## src/rtl/fetch_pc_predictor_if.sv

```systemverilog
// Fetch-stage PC predictor signal bundle: pipeline/hazard inputs plus the
// selected fetch PC, predPC and return-address-stack status outputs.
interface fetch_pc_predictor_if #(
    parameter int PC_WIDTH  = 64,
    parameter int RAS_PTR_W = 3
);
    logic                 f_stall_i;
    logic                 f_valid_i;
    logic [3:0]           f_icode_i;
    logic [PC_WIDTH-1:0]  f_valC_i;
    logic [PC_WIDTH-1:0]  f_valP_i;
    logic [3:0]           M_icode_i;
    logic                 M_Cnd_i;
    logic [PC_WIDTH-1:0]  M_valA_i;
    logic [3:0]           W_icode_i;
    logic [PC_WIDTH-1:0]  W_valM_i;
    logic                 W_ret_redirect_i;
    logic [PC_WIDTH-1:0]  f_pc_o;
    logic [PC_WIDTH-1:0]  predPC_o;
    logic                 ret_pred_valid_o;
    logic [RAS_PTR_W:0]   ras_count_o;
    logic                 ras_overflow_o;

    // Pipeline / hazard-unit side
    modport master (
        output f_stall_i, f_valid_i, f_icode_i, f_valC_i, f_valP_i,
        output M_icode_i, M_Cnd_i, M_valA_i, W_icode_i, W_valM_i, W_ret_redirect_i,
        input  f_pc_o, predPC_o, ret_pred_valid_o, ras_count_o, ras_overflow_o
    );

    // Predictor side
    modport slave (
        input  f_stall_i, f_valid_i, f_icode_i, f_valC_i, f_valP_i,
        input  M_icode_i, M_Cnd_i, M_valA_i, W_icode_i, W_valM_i, W_ret_redirect_i,
        output f_pc_o, predPC_o, ret_pred_valid_o, ras_count_o, ras_overflow_o
    );
endinterface

```

## src/rtl/fetch_pc_predictor.sv

```systemverilog
// Y86-64 fetch-stage PC unit: owns predPC, selects the fetch PC among
// predPC / jXX mispredict / RET redirect, and predicts RET targets with a
// circular return-address stack.
module fetch_pc_predictor #(
    parameter int PC_WIDTH  = 64,
    parameter int RAS_DEPTH = 8,
    parameter int RAS_PTR_W = 3
) (
    input  logic                  clk_i,
    input  logic                  rst_n_i,
    fetch_pc_predictor_if.slave   bus
);
    localparam int CNT_W = RAS_PTR_W + 1;
    localparam logic [3:0] IHALT = 4'h0;
    localparam logic [3:0] IJXX  = 4'h7;
    localparam logic [3:0] ICALL = 4'h8;
    localparam logic [3:0] IRET  = 4'h9;
    localparam logic [CNT_W-1:0]     RAS_FULL = CNT_W'(RAS_DEPTH);
    localparam logic [CNT_W-1:0]     CNT_ONE  = CNT_W'(1);
    localparam logic [RAS_PTR_W-1:0] PTR_ONE  = RAS_PTR_W'(1);

    logic [PC_WIDTH-1:0]  pred_pc_reg;
    logic [RAS_PTR_W-1:0] top_ptr_reg;    // next free slot; top entry sits one below
    logic [CNT_W-1:0]     count_reg;
    logic                 overflow_reg;
    logic [PC_WIDTH-1:0]  ras_mem [RAS_DEPTH];

    logic                 jxx_mispredict;
    logic                 ret_redirect;
    logic [PC_WIDTH-1:0]  f_pc;
    logic [PC_WIDTH-1:0]  pred_pc_next;
    logic [PC_WIDTH-1:0]  ras_top;
    logic                 ras_nonempty;
    logic                 ras_full;
    logic                 ret_pred_valid;
    logic                 push_en;
    logic                 pop_en;

    // Fetch PC selection, next-PC prediction and RAS push/pop decisions
    always_comb begin
        jxx_mispredict = (bus.M_icode_i == IJXX) && !bus.M_Cnd_i;
        ret_redirect   = (bus.W_icode_i == IRET) && bus.W_ret_redirect_i;
        ras_top        = ras_mem[top_ptr_reg - PTR_ONE];
        ras_nonempty   = (count_reg != '0);
        ras_full       = (count_reg == RAS_FULL);

        if (jxx_mispredict)
            f_pc = bus.M_valA_i;
        else if (ret_redirect)
            f_pc = bus.W_valM_i;
        else
            f_pc = pred_pc_reg;

        ret_pred_valid = 1'b0;
        case (bus.f_icode_i)
            ICALL, IJXX: pred_pc_next = bus.f_valC_i;
            IRET: begin
                if (ras_nonempty) begin
                    pred_pc_next   = ras_top;
                    ret_pred_valid = 1'b1;
                end else begin
                    // No prediction available; the W-stage redirect repairs this
                    pred_pc_next = bus.f_valP_i;
                end
            end
            IHALT:   pred_pc_next = f_pc;
            default: pred_pc_next = bus.f_valP_i;
        endcase

        push_en = !bus.f_stall_i && bus.f_valid_i && !ret_redirect
                  && (bus.f_icode_i == ICALL);
        pop_en  = !bus.f_stall_i && bus.f_valid_i && !ret_redirect
                  && (bus.f_icode_i == IRET) && ras_nonempty;
    end

    // predPC register: follow the prediction, or capture a redirect on bubbles
    always_ff @(posedge clk_i) begin
        if (!rst_n_i)
            pred_pc_reg <= '0;
        else if (!bus.f_stall_i)
            pred_pc_reg <= bus.f_valid_i ? pred_pc_next : f_pc;
    end

    // RAS pointer, occupancy and sticky overflow; a RET redirect flushes the stack
    always_ff @(posedge clk_i) begin
        if (!rst_n_i) begin
            top_ptr_reg  <= '0;
            count_reg    <= '0;
            overflow_reg <= 1'b0;
        end else if (ret_redirect) begin
            top_ptr_reg <= '0;
            count_reg   <= '0;
        end else if (push_en) begin
            top_ptr_reg <= top_ptr_reg + PTR_ONE;
            if (ras_full)
                overflow_reg <= 1'b1;    // oldest entry was overwritten
            else
                count_reg <= count_reg + CNT_ONE;
        end else if (pop_en) begin
            top_ptr_reg <= top_ptr_reg - PTR_ONE;
            count_reg   <= count_reg - CNT_ONE;
        end
    end

    // RAS storage: write the return address into the free slot on a push
    always_ff @(posedge clk_i) begin
        if (push_en)
            ras_mem[top_ptr_reg] <= bus.f_valP_i;
    end

    assign bus.f_pc_o           = f_pc;
    assign bus.predPC_o         = pred_pc_reg;
    assign bus.ret_pred_valid_o = ret_pred_valid;
    assign bus.ras_count_o      = count_reg;
    assign bus.ras_overflow_o   = overflow_reg;
endmodule

```

## src/flat_wrapper.sv

```systemverilog
// flat-port wrapper written by rule: the top's interface ports become plain ports
module fetch_pc_predictor_flat 
#(
    parameter int PC_WIDTH  = 64,
    parameter int RAS_DEPTH = 8,
    parameter int RAS_PTR_W = 3
)
  (clk_i, rst_n_i, bus_f_stall_i, bus_f_valid_i, bus_f_icode_i, bus_f_valC_i, bus_f_valP_i, bus_M_icode_i, bus_M_Cnd_i, bus_M_valA_i, bus_W_icode_i, bus_W_valM_i, bus_W_ret_redirect_i, bus_f_pc_o, bus_predPC_o, bus_ret_pred_valid_o, bus_ras_count_o, bus_ras_overflow_o);
  fetch_pc_predictor_if #(.PC_WIDTH(PC_WIDTH), .RAS_PTR_W(RAS_PTR_W)) bus_i ();
  input  logic clk_i;
  input  logic rst_n_i;
  input wire logic [$bits(bus_i.f_stall_i)-1:0] bus_f_stall_i;
  input wire logic [$bits(bus_i.f_valid_i)-1:0] bus_f_valid_i;
  input wire logic [$bits(bus_i.f_icode_i)-1:0] bus_f_icode_i;
  input wire logic [$bits(bus_i.f_valC_i)-1:0] bus_f_valC_i;
  input wire logic [$bits(bus_i.f_valP_i)-1:0] bus_f_valP_i;
  input wire logic [$bits(bus_i.M_icode_i)-1:0] bus_M_icode_i;
  input wire logic [$bits(bus_i.M_Cnd_i)-1:0] bus_M_Cnd_i;
  input wire logic [$bits(bus_i.M_valA_i)-1:0] bus_M_valA_i;
  input wire logic [$bits(bus_i.W_icode_i)-1:0] bus_W_icode_i;
  input wire logic [$bits(bus_i.W_valM_i)-1:0] bus_W_valM_i;
  input wire logic [$bits(bus_i.W_ret_redirect_i)-1:0] bus_W_ret_redirect_i;
  output wire logic [$bits(bus_i.f_pc_o)-1:0] bus_f_pc_o;
  output wire logic [$bits(bus_i.predPC_o)-1:0] bus_predPC_o;
  output wire logic [$bits(bus_i.ret_pred_valid_o)-1:0] bus_ret_pred_valid_o;
  output wire logic [$bits(bus_i.ras_count_o)-1:0] bus_ras_count_o;
  output wire logic [$bits(bus_i.ras_overflow_o)-1:0] bus_ras_overflow_o;
  assign bus_i.f_stall_i = bus_f_stall_i;
  assign bus_i.f_valid_i = bus_f_valid_i;
  assign bus_i.f_icode_i = bus_f_icode_i;
  assign bus_i.f_valC_i = bus_f_valC_i;
  assign bus_i.f_valP_i = bus_f_valP_i;
  assign bus_i.M_icode_i = bus_M_icode_i;
  assign bus_i.M_Cnd_i = bus_M_Cnd_i;
  assign bus_i.M_valA_i = bus_M_valA_i;
  assign bus_i.W_icode_i = bus_W_icode_i;
  assign bus_i.W_valM_i = bus_W_valM_i;
  assign bus_i.W_ret_redirect_i = bus_W_ret_redirect_i;
  assign bus_f_pc_o = bus_i.f_pc_o;
  assign bus_predPC_o = bus_i.predPC_o;
  assign bus_ret_pred_valid_o = bus_i.ret_pred_valid_o;
  assign bus_ras_count_o = bus_i.ras_count_o;
  assign bus_ras_overflow_o = bus_i.ras_overflow_o;
  fetch_pc_predictor #(.PC_WIDTH(PC_WIDTH), .RAS_DEPTH(RAS_DEPTH), .RAS_PTR_W(RAS_PTR_W)) u_core (.clk_i(clk_i), .rst_n_i(rst_n_i), .bus(bus_i));
endmodule
```

## config.mk

```make
export PLATFORM = sky130hd
export DESIGN_NAME = fetch_pc_predictor_flat
export DESIGN_NICKNAME = d
export VERILOG_FILES = /design/src/rtl/fetch_pc_predictor_if.sv /design/src/rtl/fetch_pc_predictor.sv /design/src/flat_wrapper.sv
export SDC_FILE = /design/constraint.sdc
export NUM_CORES = 1
export LEC_CHECK = 0
export BUFFER_PORTS_ARGS = -buffer_cell sky130_fd_sc_hd__buf_4
export CORE_MARGIN = 2
export CORE_UTILIZATION = 45
export DETAILED_ROUTE_END_ITERATION = 16
export PLACE_DENSITY = 0.66
export SYNTH_ARGS = -nofsm -noshare
export SYNTH_HDL_FRONTEND = slang
export SYNTH_SLANG_ARGS = --single-unit
```

## constraint.sdc

```tcl
create_clock -name clk_i -period 10.4 [get_ports clk_i]
set_input_delay 0.52 -clock clk_i [delete_from_list [all_inputs] [get_ports clk_i]]
set_output_delay 0.52 -clock clk_i [all_outputs]
set_load 0.05 [all_outputs]
```

### After elaboration in Yosys (flattened, before gate mapping)

Memory sizes are Yosys's and may differ from the RTL's.
Cells that the tools add are included.

| storage, ports and cells | value |
|---|---|
| register bits | 72 |
| bits in writable memories | 512 |
| input bits | 274 |
| output and inout bits | 134 |
| logic and storage cells | 49 |
| memories | 1 |

| cells by class | value |
|---|---|
| add/subtract/negate cells | 4 |
| equal/unequal tests | 7 |
| multiplexer cells | 14 |
| bitwise operators | 2 |
| reduce and logical (&&, ||, !) cells | 17 |

Memories:

| name | depth | bits a word | rd ports | clocked after Yosys merged registers in | write ports | line | RTL |
|---|---|---|---|---|---|---|---|
| u_core.ras_mem | 8 | 64 | 1 | 0 | 1 | fetch_pc_predictor.sv:26 | `logic [PC_WIDTH-1:0] ras_mem [RAS_DEPTH];` |

Operators with widths:

| kind | number |
|---|---|
| $mux 64 | 4 |
| $pmux 64 s3 | 1 |
| $eq 4x4->1 const B | 4 |
| $mux 4 | 3 |
| $eq 4x3->1 const B | 2 |
| $logic_and 1x1->1 | 7 |
| $mux 3 | 2 |
| $add 4x1->4 const B | 1 |
| $logic_not 4->1 | 1 |
| $mux 1 | 4 |
| $reduce_bool 4->1 | 1 |
| $reduce_or 2->1 | 2 |
| $sub 4x1->4 const B | 1 |
| $add 3x1->3 const B | 1 |
| $logic_not 1->1 | 3 |
| $reduce_and 3->1 | 1 |
| $sub 3x1->3 const B | 1 |
| $ne 2x2->1 const B | 1 |
| $not 1->1 | 2 |
| $reduce_and 2->1 | 1 |
| $reduce_bool 2->1 | 1 |

### Logic depth before layout (Yosys ltp)

Gate-level depths: netlist of run 1.

| logic depth | value |
|---|---|
| depth after elaboration | 8 |
| mapped depth | 11 |
| gate-level depth less buffers | 10 |

### Worst setup path after synthesis of run 1

OpenSTA, ideal clock, no wires.

| timing path | value |
|---|---|
| kind | input port to flip-flop |
| from | input bus_f_icode_i[1] |
| to | memory u_core.ras_mem[4][0] (enable) |
| setup time | 0.666 ns |
| arrival time | 8.009 ns |
| data required time | 9.734 ns |
| slack | 1.725 ns |
| stages | 6 |
| path buffers | 1 |
| cells stage by stage | nor4b_1 nand2_1 nor2_1 inv_1 clkbuf_1 nor4b_1 |

| on the way | value |
|---|---|
| word-level cells in the longest chain between the ends | 4 |

RTL lines:

| element | line | RTL |
|---|---|---|
| from (decl) | flat_wrapper.sv:14 | `input wire logic [$bits(bus_i.f_icode_i)-1:0] bus_f_icode_i;` |
| $eq 4x4->1 | fetch_pc_predictor.sv:71 | `&& (bus.f_icode_i == ICALL);` |
| $logic_and 1x1->1 | fetch_pc_predictor.sv:71 |  |
| $mux 1 | fetch_pc_predictor.sv:107 | `if (push_en)` |
| $mux 1 (not written as such) | fetch_pc_predictor.sv:108 | `ras_mem[top_ptr_reg] <= bus.f_valP_i;` |
| to (decl) | fetch_pc_predictor.sv:26 |  |

No other way between the ends.

### Final worst setup path of run 1

| timing path | value |
|---|---|
| from | input bus_W_icode_i[1] |
| to | output bus_f_pc_o[3] |

| on the way | value |
|---|---|
| word-level cells in the longest chain between the ends | 4 |

RTL lines:

| element | line | RTL |
|---|---|---|
| from (decl) | flat_wrapper.sv:20 | `input wire logic [$bits(bus_i.W_icode_i)-1:0] bus_W_icode_i;` |
| $eq 4x4->1 | fetch_pc_predictor.sv:42 | `ret_redirect = (bus.W_icode_i == IRET) && bus.W_ret_redirect_i;` |
| $logic_and 1x1->1 | fetch_pc_predictor.sv:42 |  |
| $mux 64 | fetch_pc_predictor.sv:49 | `else if (ret_redirect)` |
| $mux 64 | fetch_pc_predictor.sv:47 | `if (jxx_mispredict)` |
| to (decl) | flat_wrapper.sv:23 | `output wire logic [$bits(bus_i.f_pc_o)-1:0] bus_f_pc_o;` |

No other way between the ends.

==> out/qor_table.md, run 1 <==
| Metric | Value |
|:---|:---|
| Post-Place Cell Area | 28,100 µm² |
| CTS clock-pin slew for the worst setup and hold paths | 0.06 ns |
| Count of input and output buffers | 407 |
| Synthesized netlist net count | 1,676 |
| Max reg flops | 512 |
| Internal power | 3850 µW |
| Reg2Reg Launch Point | u_core.top_ptr_reg[0]$_SDFFE_PP0P_ |
| Result of the run | complete, no violations |
| Highest fanout seen on the critical path | 31 |
| Reg2Reg Depth | 7 |
| Unrepaired setup endpoints after global routing | false |
| Post-Synthesis Mean Instance Area | 17.4 µm² |
| Period utilization | 37.4% |
| Number of standard-cell rows in the floorplan | 85 |
| Area contributors post-synth | sky130_fd_sc_hd__edfxtp_1, sky130_fd_sc_hd__mux4_2, sky130_fd_sc_hd__dfxtp_1 |
| Via density per instance | 5.90 |
| Worst-case vdd ir drop | 128 µV |
| Filler cells | 4,233 |
| Worst setup path class | in2out |
| Hpwl dp | 37,900 µm |
| Antenna violations before repair | 8 |
| Clock tree from TritonCTS | yes |
| Total placed cells including tap cells | 2,425 |
| All-layer global routing usage | 22.6% |
| Cell repeated most along the worst path | sky130_fd_sc_hd__buf_4 |
| Crit path arrival time | 3.37 ns |
| Cells traversed along the worst timing path | buf_4 -> nand4b_1 -> nor2_4 -> buf_4 -> buf_4 -> mux2i_1 -> a21oi_1 -> buf_4 |
| Via Count | 15,000 |
| Placer congestion estimate | 0.747 |
| Slowest stage cell on the critical path | sky130_fd_sc_hd__buf_4 |
| Master cell of the clock root buffer | sky130_fd_sc_hd__clkbuf_16 |
| Logic depth of the worst setup path including buffers | 8 |
| Mapped Cells | 1,398 |
| Die width | 237 µm |
| Total power divided by cell area | 168 nW/µm² |
| Layout cells sized above 1 | 38.3% |
| Number of non-filler instances in the completed layout | 2,536 |
| Total gr overflow | 0 |
| Post-CTS setup repair buffer count | 0 |
| Pin count of the biggest net entering global routing | 67 |
| Worst rel slew slack | 21.7% |
| Reg power frac | 51.4% |
| Starting DRT DRC Count | 1,006 |
| DRC | 0 |
| Yosys warnings | 0 |
| TNS Setup | 0 ns |
| Remaining antenna violation count | 0 |
| Biggest area consumer among synthesized cells | sky130_fd_sc_hd__edfxtp_1 |
| Worst min-delay path startpoint | bus_f_valP_i[54] |
| Worst path top cell family by delay | buffers and inverters |
| Sequential area share after synthesis | 68.9% |
| Min Hold Slack | 0.138 ns |
| Cell depth of the worst min-delay path | 1 |
| #FFs+latches synth | 584 |
| Maximum clock skew at final layout | 0.0198 ns |
| Net load switching power | 1180 µW |
| Clock buffer count from CTS | 59 |
| Unique masters post-synth | 50 |
| Commonest non-fill, non-tap cell in the layout | sky130_fd_sc_hd__edfxtp_1 |
| Starting utilization of the core area | 45.4% |
| Switch share | 23.4% |
| Leakage power | 0.0101 µW |
| Relative contribution of combinational cells to total power | 9.4% |
| Top-Level Pins | 408 |
| Type of the tightest min-delay check | in2reg |
| Total Power Consumption | 5020 µW |
| Clock H-tree levels | 2 |
| Cell area after technology mapping | 24,400 µm² |
| Buffers from clock root to sink, at most | 3 |
| Max-slew violations | 0 |
| Part of the total power dissipated in the clock network | 39.2% |
| CP endpoint kind | output port |
| Die Span Y | 237 µm |
| Actual slew at the worst max-slew pin | 1.17 ns |
| Setup-violating endpoint count in the final report | 0 |
| Total Nets Final | 2,068 |
| Combined buffer and inverter count along the critical path | 4 |
| Overall routed net length | 64,000 µm |
| Share of the synthesized area in the top cell type | 63.0% |
| Endpoints failing hold | 0 |
| Required time at the worst-slack endpoint | 9.88 ns |
| Post-route minimum period | 3.89 ns |
| Average wire per cell in the routed design | 25.2 µm |
| Top register by number of flip-flops | u_core.ras_mem |
| Area growth from synthesis to layout | 22.6% |
| Achievable Freq | 0.257 GHz |
| Number of clock sinks | 584 |
| Crit path largest cell delay | 0.57 ns |
| Core Region | 53,700 µm² |
| Startpoint of the worst setup timing path | bus_W_icode_i[1] |
| CTS Hold Buffers Added | 0 |
| Number of max-cap violations | 0 |
| Pre-antenna DRT Iters | 5 |
| Most used cells in the layout excluding fill and tap cells | sky130_fd_sc_hd__edfxtp_1, sky130_fd_sc_hd__buf_4, sky130_fd_sc_hd__a21oi_1, sky130_fd_sc_hd__mux4_2, sky130_fd_sc_hd__a22oi_1 |
| Overall die area | 56,100 µm² |
| Sort of element at the start of the critical path | input port |
| Number of global-route vias before repair | 15,400 |
| Post-route cell area | 29,900 µm² |
| Global-route wire length before repair | 95,000 µm |
| Clock insertion delay at the later pin of the skew report | 0.62 ns |
| Post-cts sizing count | 0 |
-- routing by layer --
layer | GRT usage (%) | share of wire (%) | up-vias
li1 | - | - | 6609
met1 | 30.2 | 41 | 7667
met2 | 37.4 | 49 | 577
met3 | 4.65 | 7.3 | 100
met4 | 6.96 | 2.4 | 8
met5 | 0 | 0.083 | -
-- area by class of cell --
cell class | count | area (µm²) | share of cell area (%)
flip-flops and latches | 584 | 16800 | 56.2
multi-input cells | 678 | 7050 | 23.6
repair buffers | 436 | 3270 | 10.9
clock buffers | 83 | 1620 | 5.40
well taps | 696 | 871 | 2.91
clock inverters | 24 | 156 | 0.523
inverters | 31 | 116 | 0.389
diodes | 4 | 10.0 | 0.0335
-- path summary, 6_finish.rpt --
kind / to / slack [ns]
setup / recovery: bus_f_pc_o[3] / 6.51
hold / removal: u_core.ras_mem[4][54]$_DFFE_PP_ / 0.14
setup reg to reg: u_core.bus.predPC_o[13]$_SDFFE_PN0N_ / 6.59
hold reg to reg: u_core.bus.predPC_o[29]$_SDFFE_PN0N_ / 0.52
-- cells in the mapped netlist (all sizes together) --
cell and n:
o221ai 1, nand3 2, a221o 64, nand2b 1, nand4b 2, o211ai 1, a311o 1, mux2i 66
nor3b 2, nor2 74, or3 1, a221oi 24, xnor2 4, or4 1, a22oi 128, and2 1
nand4bb 1, nor2b 2, o211a 1, xor2 2, o31ai 1, or2 1, ha 4, clkbuf 53
o41ai 1, nand2 9, o21ai 6, nor4bb 2, inv 31, o22ai 1, nor3 5, dfxtp 72
a41oi 1, and3 1, nor4 5, nor4b 2, mux4 128, edfxtp 512, a21oi 132, buf 52
-- stage by stage --
| step | setup WS, ns | utilization (%) |
|---|---|---|
| CTS | 6.46 | 55.7 |
| finish | 6.51 | 55.7 |
| global route | 6.27 | 55.7 |
| global placement | 6.49 | 52.4 |
| detailed placement | 6.47 | 52.4 |
| floorplan | 1.72 | - |
-- cell families (layout without fill, tap and decap cells) --
group	after synthesis	after routing	synth area share (%)
other cells	0	4	0
xor+xnor	6	6	0.215
simple gates	112	112	2.13
flops	584	584	68.9
compound gates	362	362	11.4
mux	194	194	14.5
buf+inv	136	574	2.63
fa+ha+maj	4	4	0.205
-- worst reg2reg max path, cell delays in order, from the launching register on --
cell and delay (ns):
sky130_fd_sc_hd__dfxtp_4 0.99, sky130_fd_sc_hd__inv_1 0.20, sky130_fd_sc_hd__ha_4 0.63, sky130_fd_sc_hd__buf_4 0.76
sky130_fd_sc_hd__mux4_2 0.49, sky130_fd_sc_hd__a22oi_1 0.16, sky130_fd_sc_hd__a21oi_1 0.18, sky130_fd_sc_hd__a221o_1 0.30
-- power groups by stage --
stage          clock network [µW]  logic [µW]  registers (µW)
4_1_cts                      2010         475            2580
5_1_grt                      2100         500            2580
2_1_floorplan                   0         208            2690
3_3_place_gp                    0         467            2630
6_report                     1970         472            2580
3_5_place_dp                    0         474            2630
No activity file was read; power rests on OpenSTA's default activity.
==> run 2, diff against run 1 <==
==> constraint.sdc (replaced) <==
create_clock -name clk_i -period 3.9 [get_ports clk_i]
set_input_delay 0.195 -clock clk_i [delete_from_list [all_inputs] [get_ports clk_i]]
set_output_delay 0.195 -clock clk_i [all_outputs]
set_load 0.05 [all_outputs]
==> run 2 against run 1 <==
Compared with the run above:
- combinational power grew to 2.9 times the previous value
- sequential power grew to 2.7 times the previous value
- largest power group unchanged
- sequential share of layout area shrank 2.0 points
- clock skew shrank 0.0072 ns
- cell count grew 2.9%
- global-route usage grew 0.67 points
- core utilization grew 2.1 points
- final area grew 3.7%
- worst setup slack lost 5.6 ns
- first-iteration DRC count grew 19%
==> out/qor_table.md, run 2 (synthesis results as in run 1) <==
| Metric | Value |
|:---|:---|
| Placer congestion estimate | 0.818 |
| Post-Place Cell Area | 28,400 µm² |
| Layout cells sized above 1 | 37.0% |
| Starting utilization of the core area | 45.4% |
| Top register by number of flip-flops | u_core.ras_mem |
| Endpoints failing hold | 0 |
| Overall die area | 56,100 µm² |
| Total Power Consumption | 13,800 µW |
| Clock buffer count from CTS | 59 |
| Sort of element at the start of the critical path | flop |
| Type of the tightest min-delay check | in2reg |
| Worst-case vdd ir drop | 323 µV |
| Global-route wire length before repair | 98,200 µm |
| Max-slew violations | 0 |
| Average wire per cell in the routed design | 25.3 µm |
| Hpwl dp | 39,500 µm |
| Crit path arrival time | 3.56 ns |
| Top-Level Pins | 408 |
| CTS clock-pin slew for the worst setup and hold paths | 0.06 ns |
| Antenna violations before repair | 3 |
| Unrepaired setup endpoints after global routing | false |
| DRC | 0 |
| Most used cells in the layout excluding fill and tap cells | sky130_fd_sc_hd__edfxtp_1, sky130_fd_sc_hd__buf_4, sky130_fd_sc_hd__a21oi_1, sky130_fd_sc_hd__mux4_2, sky130_fd_sc_hd__a22oi_1 |
| Pre-antenna DRT Iters | 5 |
| Die width | 237 µm |
| Clock H-tree levels | 2 |
| Clock insertion delay at the later pin of the skew report | 0.60 ns |
| Post-route cell area | 31,000 µm² |
| Achievable Freq | 0.331 GHz |
| CP endpoint kind | flop |
| Number of standard-cell rows in the floorplan | 85 |
| Post-route minimum period | 3.02 ns |
| Worst rel slew slack | 31.3% |
| Buffers from clock root to sink, at most | 3 |
| Remaining antenna violation count | 0 |
| Actual slew at the worst max-slew pin | 1.03 ns |
| Required time at the worst-slack endpoint | 4.44 ns |
| Result of the run | complete, no violations |
| Total power divided by cell area | 446 nW/µm² |
| Overall routed net length | 66,000 µm |
| Core Region | 53,700 µm² |
| Via density per instance | 5.94 |
| Number of global-route vias before repair | 15,900 |
| Count of input and output buffers | 407 |
| Maximum clock skew at final layout | 0.0126 ns |
| Total gr overflow | 0 |
| Setup-violating endpoint count in the final report | 0 |
| Starting DRT DRC Count | 1,200 |
| Post-cts sizing count | 0 |
| Max reg flops | 512 |
| Pin count of the biggest net entering global routing | 77 |
| Area growth from synthesis to layout | 27.2% |
| Clock tree from TritonCTS | yes |
| Highest fanout seen on the critical path | 36 |
| Worst setup path class | reg2reg |
| Via Count | 15,500 |
| Number of max-cap violations | 0 |
| Number of clock sinks | 584 |
| Leakage power | 0.0105 µW |
| Period utilization | 77.4% |
| All-layer global routing usage | 23.2% |
| Die Span Y | 237 µm |
| Commonest non-fill, non-tap cell in the layout | sky130_fd_sc_hd__edfxtp_1 |
| Master cell of the clock root buffer | sky130_fd_sc_hd__clkbuf_16 |
| Total Nets Final | 2,142 |
-- run 2: metal layers --
metal	GRT usage, %	vias up	wire, µm
met5	0	-	18
met1	32.7	7956	28400
met4	6.39	4	1410
li1	-	6767	-
met3	5.00	94	5010
met2	36.8	678	31100
-- run 2: final cells by class --
type                            instances  area (µm²)
Antenna cell                            1        2.50
Clock buffer                           76        1570
Clock inverter                         34         338
Fill cell                            4108       22700
Inverter                               31         116
Multi-Input combinational cell        678        7100
Sequential cell                       584       16800
Tap cell                              696         871
Timing Repair Buffer                  510        4200
-- run 2: final timing paths --
| check | start | end | slack, ns | cells after the start |
|---|---|---|---|---|
| setup / recovery | u_core.bus.ras_count_o[1]$_SDFFE_PP0P_ | u_core.bus.predPC_o[2]$_SDFFE_PN0N_ | 0.88 | 6 |
| hold / removal | bus_f_valC_i[34] | u_core.bus.predPC_o[34]$_SDFFE_PN0N_ | 0.02 | 4 |
| setup reg to reg | u_core.bus.ras_count_o[1]$_SDFFE_PP0P_ | u_core.bus.predPC_o[2]$_SDFFE_PN0N_ | 0.88 | 6 |
| hold reg to reg | u_core.bus.predPC_o[52]$_SDFFE_PN0N_ | u_core.bus.predPC_o[52]$_SDFFE_PN0N_ | 0.52 | 1 |
-- run 2: worst max-delay path, stage by stage (launching register included) --
cell,delay (ns)
sky130_fd_sc_hd__dfxtp_1,0.41
sky130_fd_sc_hd__nor4_1,0.79
sky130_fd_sc_hd__o211a_4,0.76
sky130_fd_sc_hd__buf_12,0.32
sky130_fd_sc_hd__a22oi_1,0.13
sky130_fd_sc_hd__a21oi_1,0.36
sky130_fd_sc_hd__a221o_1,0.17
-- run 2: per-stage QoR --
stage               worst slack [ns]  setup TNS (ns)  hold WS [ns]  util [%]  std cells
CTS                            0.918               0       0.00150      57.7       2608
finish                         0.882               0        0.0232      57.8       2610
global placement                1.01               0         0.435      52.8       2427
detailed placement             0.976               0         0.443      52.8       2427
global route                   0.767               0        0.0432      57.8       2610
floorplan                      -1.24         -171.59         0.294         -       1398
-- run 2: where the power goes --
part	internal, µW	switching, µW
clock network	3290	2310
registers	6840	51.0
logic	536	817
total	10700	3180
-- run 2: repair_timing --
| item | 4_1_cts | 5_1_grt |
|---|---|---|
| setup buffers | 0 | 0 |
| hold endpoints to repair | 519 | 0 |
| hold buffers | 71 | 0 |
==> run 3, diff against run 2 <==
--- a/config.mk
+++ b/config.mk
@@ -9,7 +9,7 @@
 export CORE_MARGIN = 2
 export CORE_UTILIZATION = 45
 export DETAILED_ROUTE_END_ITERATION = 16
-export PLACE_DENSITY = 0.66
+export PLACE_DENSITY = 0.69
 export SYNTH_ARGS = -nofsm -noshare
 export SYNTH_HDL_FRONTEND = slang
 export SYNTH_SLANG_ARGS = --single-unit
==> constraint.sdc (replaced) <==
create_clock -name clk_i -period 2.7 [get_ports clk_i]
set_input_delay 0.135 -clock clk_i [delete_from_list [all_inputs] [get_ports clk_i]]
set_output_delay 0.135 -clock clk_i [all_outputs]
set_load 0.05 [all_outputs]
==> run 3 against run 2 <==
Compared with the run above:
- total power is 46% higher
- combinational power is 55% higher
- core utilization is 2.4 points higher
- highest routed layer unchanged
- clock-buffer cell count is 8 lower
- worst setup slack worse by 0.61 ns
- global-route usage is 0.36 points higher
- critical path type unchanged
- worst hold slack better by 0.0070 ns
- wire length is 0.53% higher
- via count is 2.8% higher
==> out/qor_table.md, run 3 (synthesis results as in run 1) <==
| Metric | Value |
|:---|:---|
| Via density per instance | 5.85 |
| Max reg flops | 512 |
| Via Count | 15,900 |
| Die width | 237 µm |
| Period utilization | 90.1% |
| Highest fanout seen on the critical path | 27 |
| Commonest non-fill, non-tap cell in the layout | sky130_fd_sc_hd__edfxtp_1 |
| Crit path arrival time | 2.98 ns |
| Total power divided by cell area | 625 nW/µm² |
| All-layer global routing usage | 23.6% |
| Number of clock sinks | 584 |
| Total Power Consumption | 20,200 µW |
| Maximum clock skew at final layout | 0.0208 ns |
| Total gr overflow | 0 |
| Leakage power | 0.0110 µW |
| Buffers from clock root to sink, at most | 3 |
| Overall die area | 56,100 µm² |
| Worst-case vdd ir drop | 555 µV |
| Overall routed net length | 66,300 µm |
| Clock H-tree levels | 2 |
| Die Span Y | 237 µm |
| Clock tree from TritonCTS | yes |
| Count of input and output buffers | 407 |
| Top-Level Pins | 408 |
| Top register by number of flip-flops | u_core.ras_mem |
| Part of the total power dissipated in the clock network | 40.5% |
| Remaining antenna violation count | 0 |
| Startpoint of the worst setup timing path | u_core.top_ptr_reg[1]$_SDFFE_PP0P_ |
| Worst rel slew slack | 53.0% |
| Register-to-register path setup slack | 0.27 ns |
| Type of the tightest min-delay check | in2reg |
| Average wire per cell in the routed design | 24.3 µm |
| Placer congestion estimate | 0.800 |
| Reg power frac | 49.2% |
| Master cell of the clock root buffer | sky130_fd_sc_hd__clkbuf_16 |
| Area growth from synthesis to layout | 32.5% |
| Unrepaired setup endpoints after global routing | false |
| Pin count of the biggest net entering global routing | 57 |
| Clock insertion delay at the later pin of the skew report | 0.62 ns |
| Antenna violations before repair | 4 |
| Pre-antenna DRT Iters | 5 |
| Setup-violating endpoint count in the final report | 0 |
| Layout cells sized above 1 | 36.8% |
| Starting DRT DRC Count | 1,134 |
| Achievable Freq | 0.411 GHz |
| Filler cells | 3,904 |
| Hpwl dp | 40,200 µm |
| Required time at the worst-slack endpoint | 3.25 ns |
| Crit path to | u_core.bus.predPC_o[48]$_SDFFE_PN0N_ |
| Post-cts sizing count | 0 |
| Sort of element at the start of the critical path | flop |
| CTS clock-pin slew for the worst setup and hold paths | 0.06 ns |
| Starting utilization of the core area | 45.4% |
| Number of max-cap violations | 0 |
| Total Nets Final | 2,256 |
| Post-route minimum period | 2.43 ns |
| Worst setup path class | reg2reg |
| Result of the run | complete, no violations |
| Actual slew at the worst max-slew pin | 0.696 ns |
| Relative contribution of combinational cells to total power | 10.3% |
| Post-CTS setup repair buffer count | 0 |
| Net load switching power | 4790 µW |
| Reg2Reg Depth | 8 |
| FF-to-FF End | u_core.bus.predPC_o[48]$_SDFFE_PN0N_ |
| CP endpoint kind | flop |
| DRC | 0 |
| Most used cells in the layout excluding fill and tap cells | sky130_fd_sc_hd__edfxtp_1, sky130_fd_sc_hd__buf_4, sky130_fd_sc_hd__dlygate4sd3_1, sky130_fd_sc_hd__a21oi_1, sky130_fd_sc_hd__mux4_2 |
| Internal power | 15,400 µW |
| Global-route wire length before repair | 100,000 µm |
| Switch share | 23.7% |
| Core Region | 53,700 µm² |
| Util after Layout | 60.2% |
| Number of global-route vias before repair | 16,600 |
| Reg2Reg Launch Point | u_core.top_ptr_reg[1]$_SDFFE_PP0P_ |
| Clock buffer count from CTS | 58 |
| Endpoints failing hold | 0 |
| Number of standard-cell rows in the floorplan | 85 |
| Max-slew violations | 0 |
run 3: cell count changes in the layout (fill, tap and decap cells not counted), sizes merged:
cell,before,now
dlygate4sd3,71,161
buf,439,464
clkinvlp,0,10
clkbuf,76,68
clkinv,26,20
inv,32,37
bufinv,7,6
run 3: metal layers:
metal / part of all wire (%) / global-route usage [%] / wire [µm] / up-vias
met5: 0.053 / 0 / 35 / -
met4: 2.4 / 7.08 / 1560 / 6
met3: 6.6 / 4.44 / 4350 / 93
met2: 50 / 39.8 / 33200 / 640
met1: 41 / 31.2 / 27200 / 8188
li1: - / - / - / 7005
run 3: worst max-delay path, cell delays in order (launching register included):
cell and delay [ns]:
sky130_fd_sc_hd__dfxtp_2 0.32, sky130_fd_sc_hd__inv_1 0.22, sky130_fd_sc_hd__ha_4 0.19, sky130_fd_sc_hd__xor2_1 0.18, sky130_fd_sc_hd__and3_4 0.57, sky130_fd_sc_hd__buf_4 0.30, sky130_fd_sc_hd__a22oi_2 0.09, sky130_fd_sc_hd__a221oi_2 0.32
sky130_fd_sc_hd__a221o_1 0.16
run 3: repair_timing:
action | in CTS | in global routing
setup endpoints to repair | 0 | 0
endpoints found under the hold margin | 574 | 0
hold buffers | 161 | 0
run 3: through the flow:
step	setup TNS (ns)	cell area, µm²	hold WS (ns)	std cells	setup slack [ns]
after floorplan	-211.62	24500	0.234	1398	-0.684
final	0	32300	0.0302	2725	0.267
after detailed placement	0	28700	0.382	2453	0.225
after CTS	0	32300	0.000870	2724	0.242
after global routing	0	32300	0.0310	2725	0.143
after global placement	0	28700	0.373	2453	0.288
run 3: how the worst min path moves through the flow:
stage,to,startpoint,cells past startpoint
floorplan,u_core.ras_mem[0][0]$_DFFE_PP_,bus_f_valP_i[0],0
global route,u_core.bus.predPC_o[63]$_SDFFE_PN0N_,bus_f_valC_i[63],4
global placement,u_core.ras_mem[3][57]$_DFFE_PP_,bus_f_valP_i[57],1
detailed placement,u_core.ras_mem[3][57]$_DFFE_PP_,bus_f_valP_i[57],1
finish,u_core.bus.predPC_o[40]$_SDFFE_PN0N_,bus_M_valA_i[40],4
CTS,u_core.bus.predPC_o[25]$_SDFFE_PN0N_,bus_W_valM_i[25],4
run 3: power groups by stage:
stage          Combinational, µW  Clock, µW  Sequential (µW)
2_1_floorplan                804          0            10400
3_3_place_gp                1850          0            10100
3_5_place_dp                1880          0            10100
4_1_cts                     2090       8350             9940
5_1_grt                     2210       8670             9950
6_report                    2090       8170             9940
run 3: cell type report:
type	count	area, µm²	area share (%)
flip-flops and latches	584	16800	52.1
multi-input cells	678	7120	22.0
repair buffers	625	5430	16.8
clock buffers	68	1520	4.70
well taps	696	871	2.70
clock inverters	42	432	1.34
inverters	31	116	0.360
diodes	1	2.50	0.00774
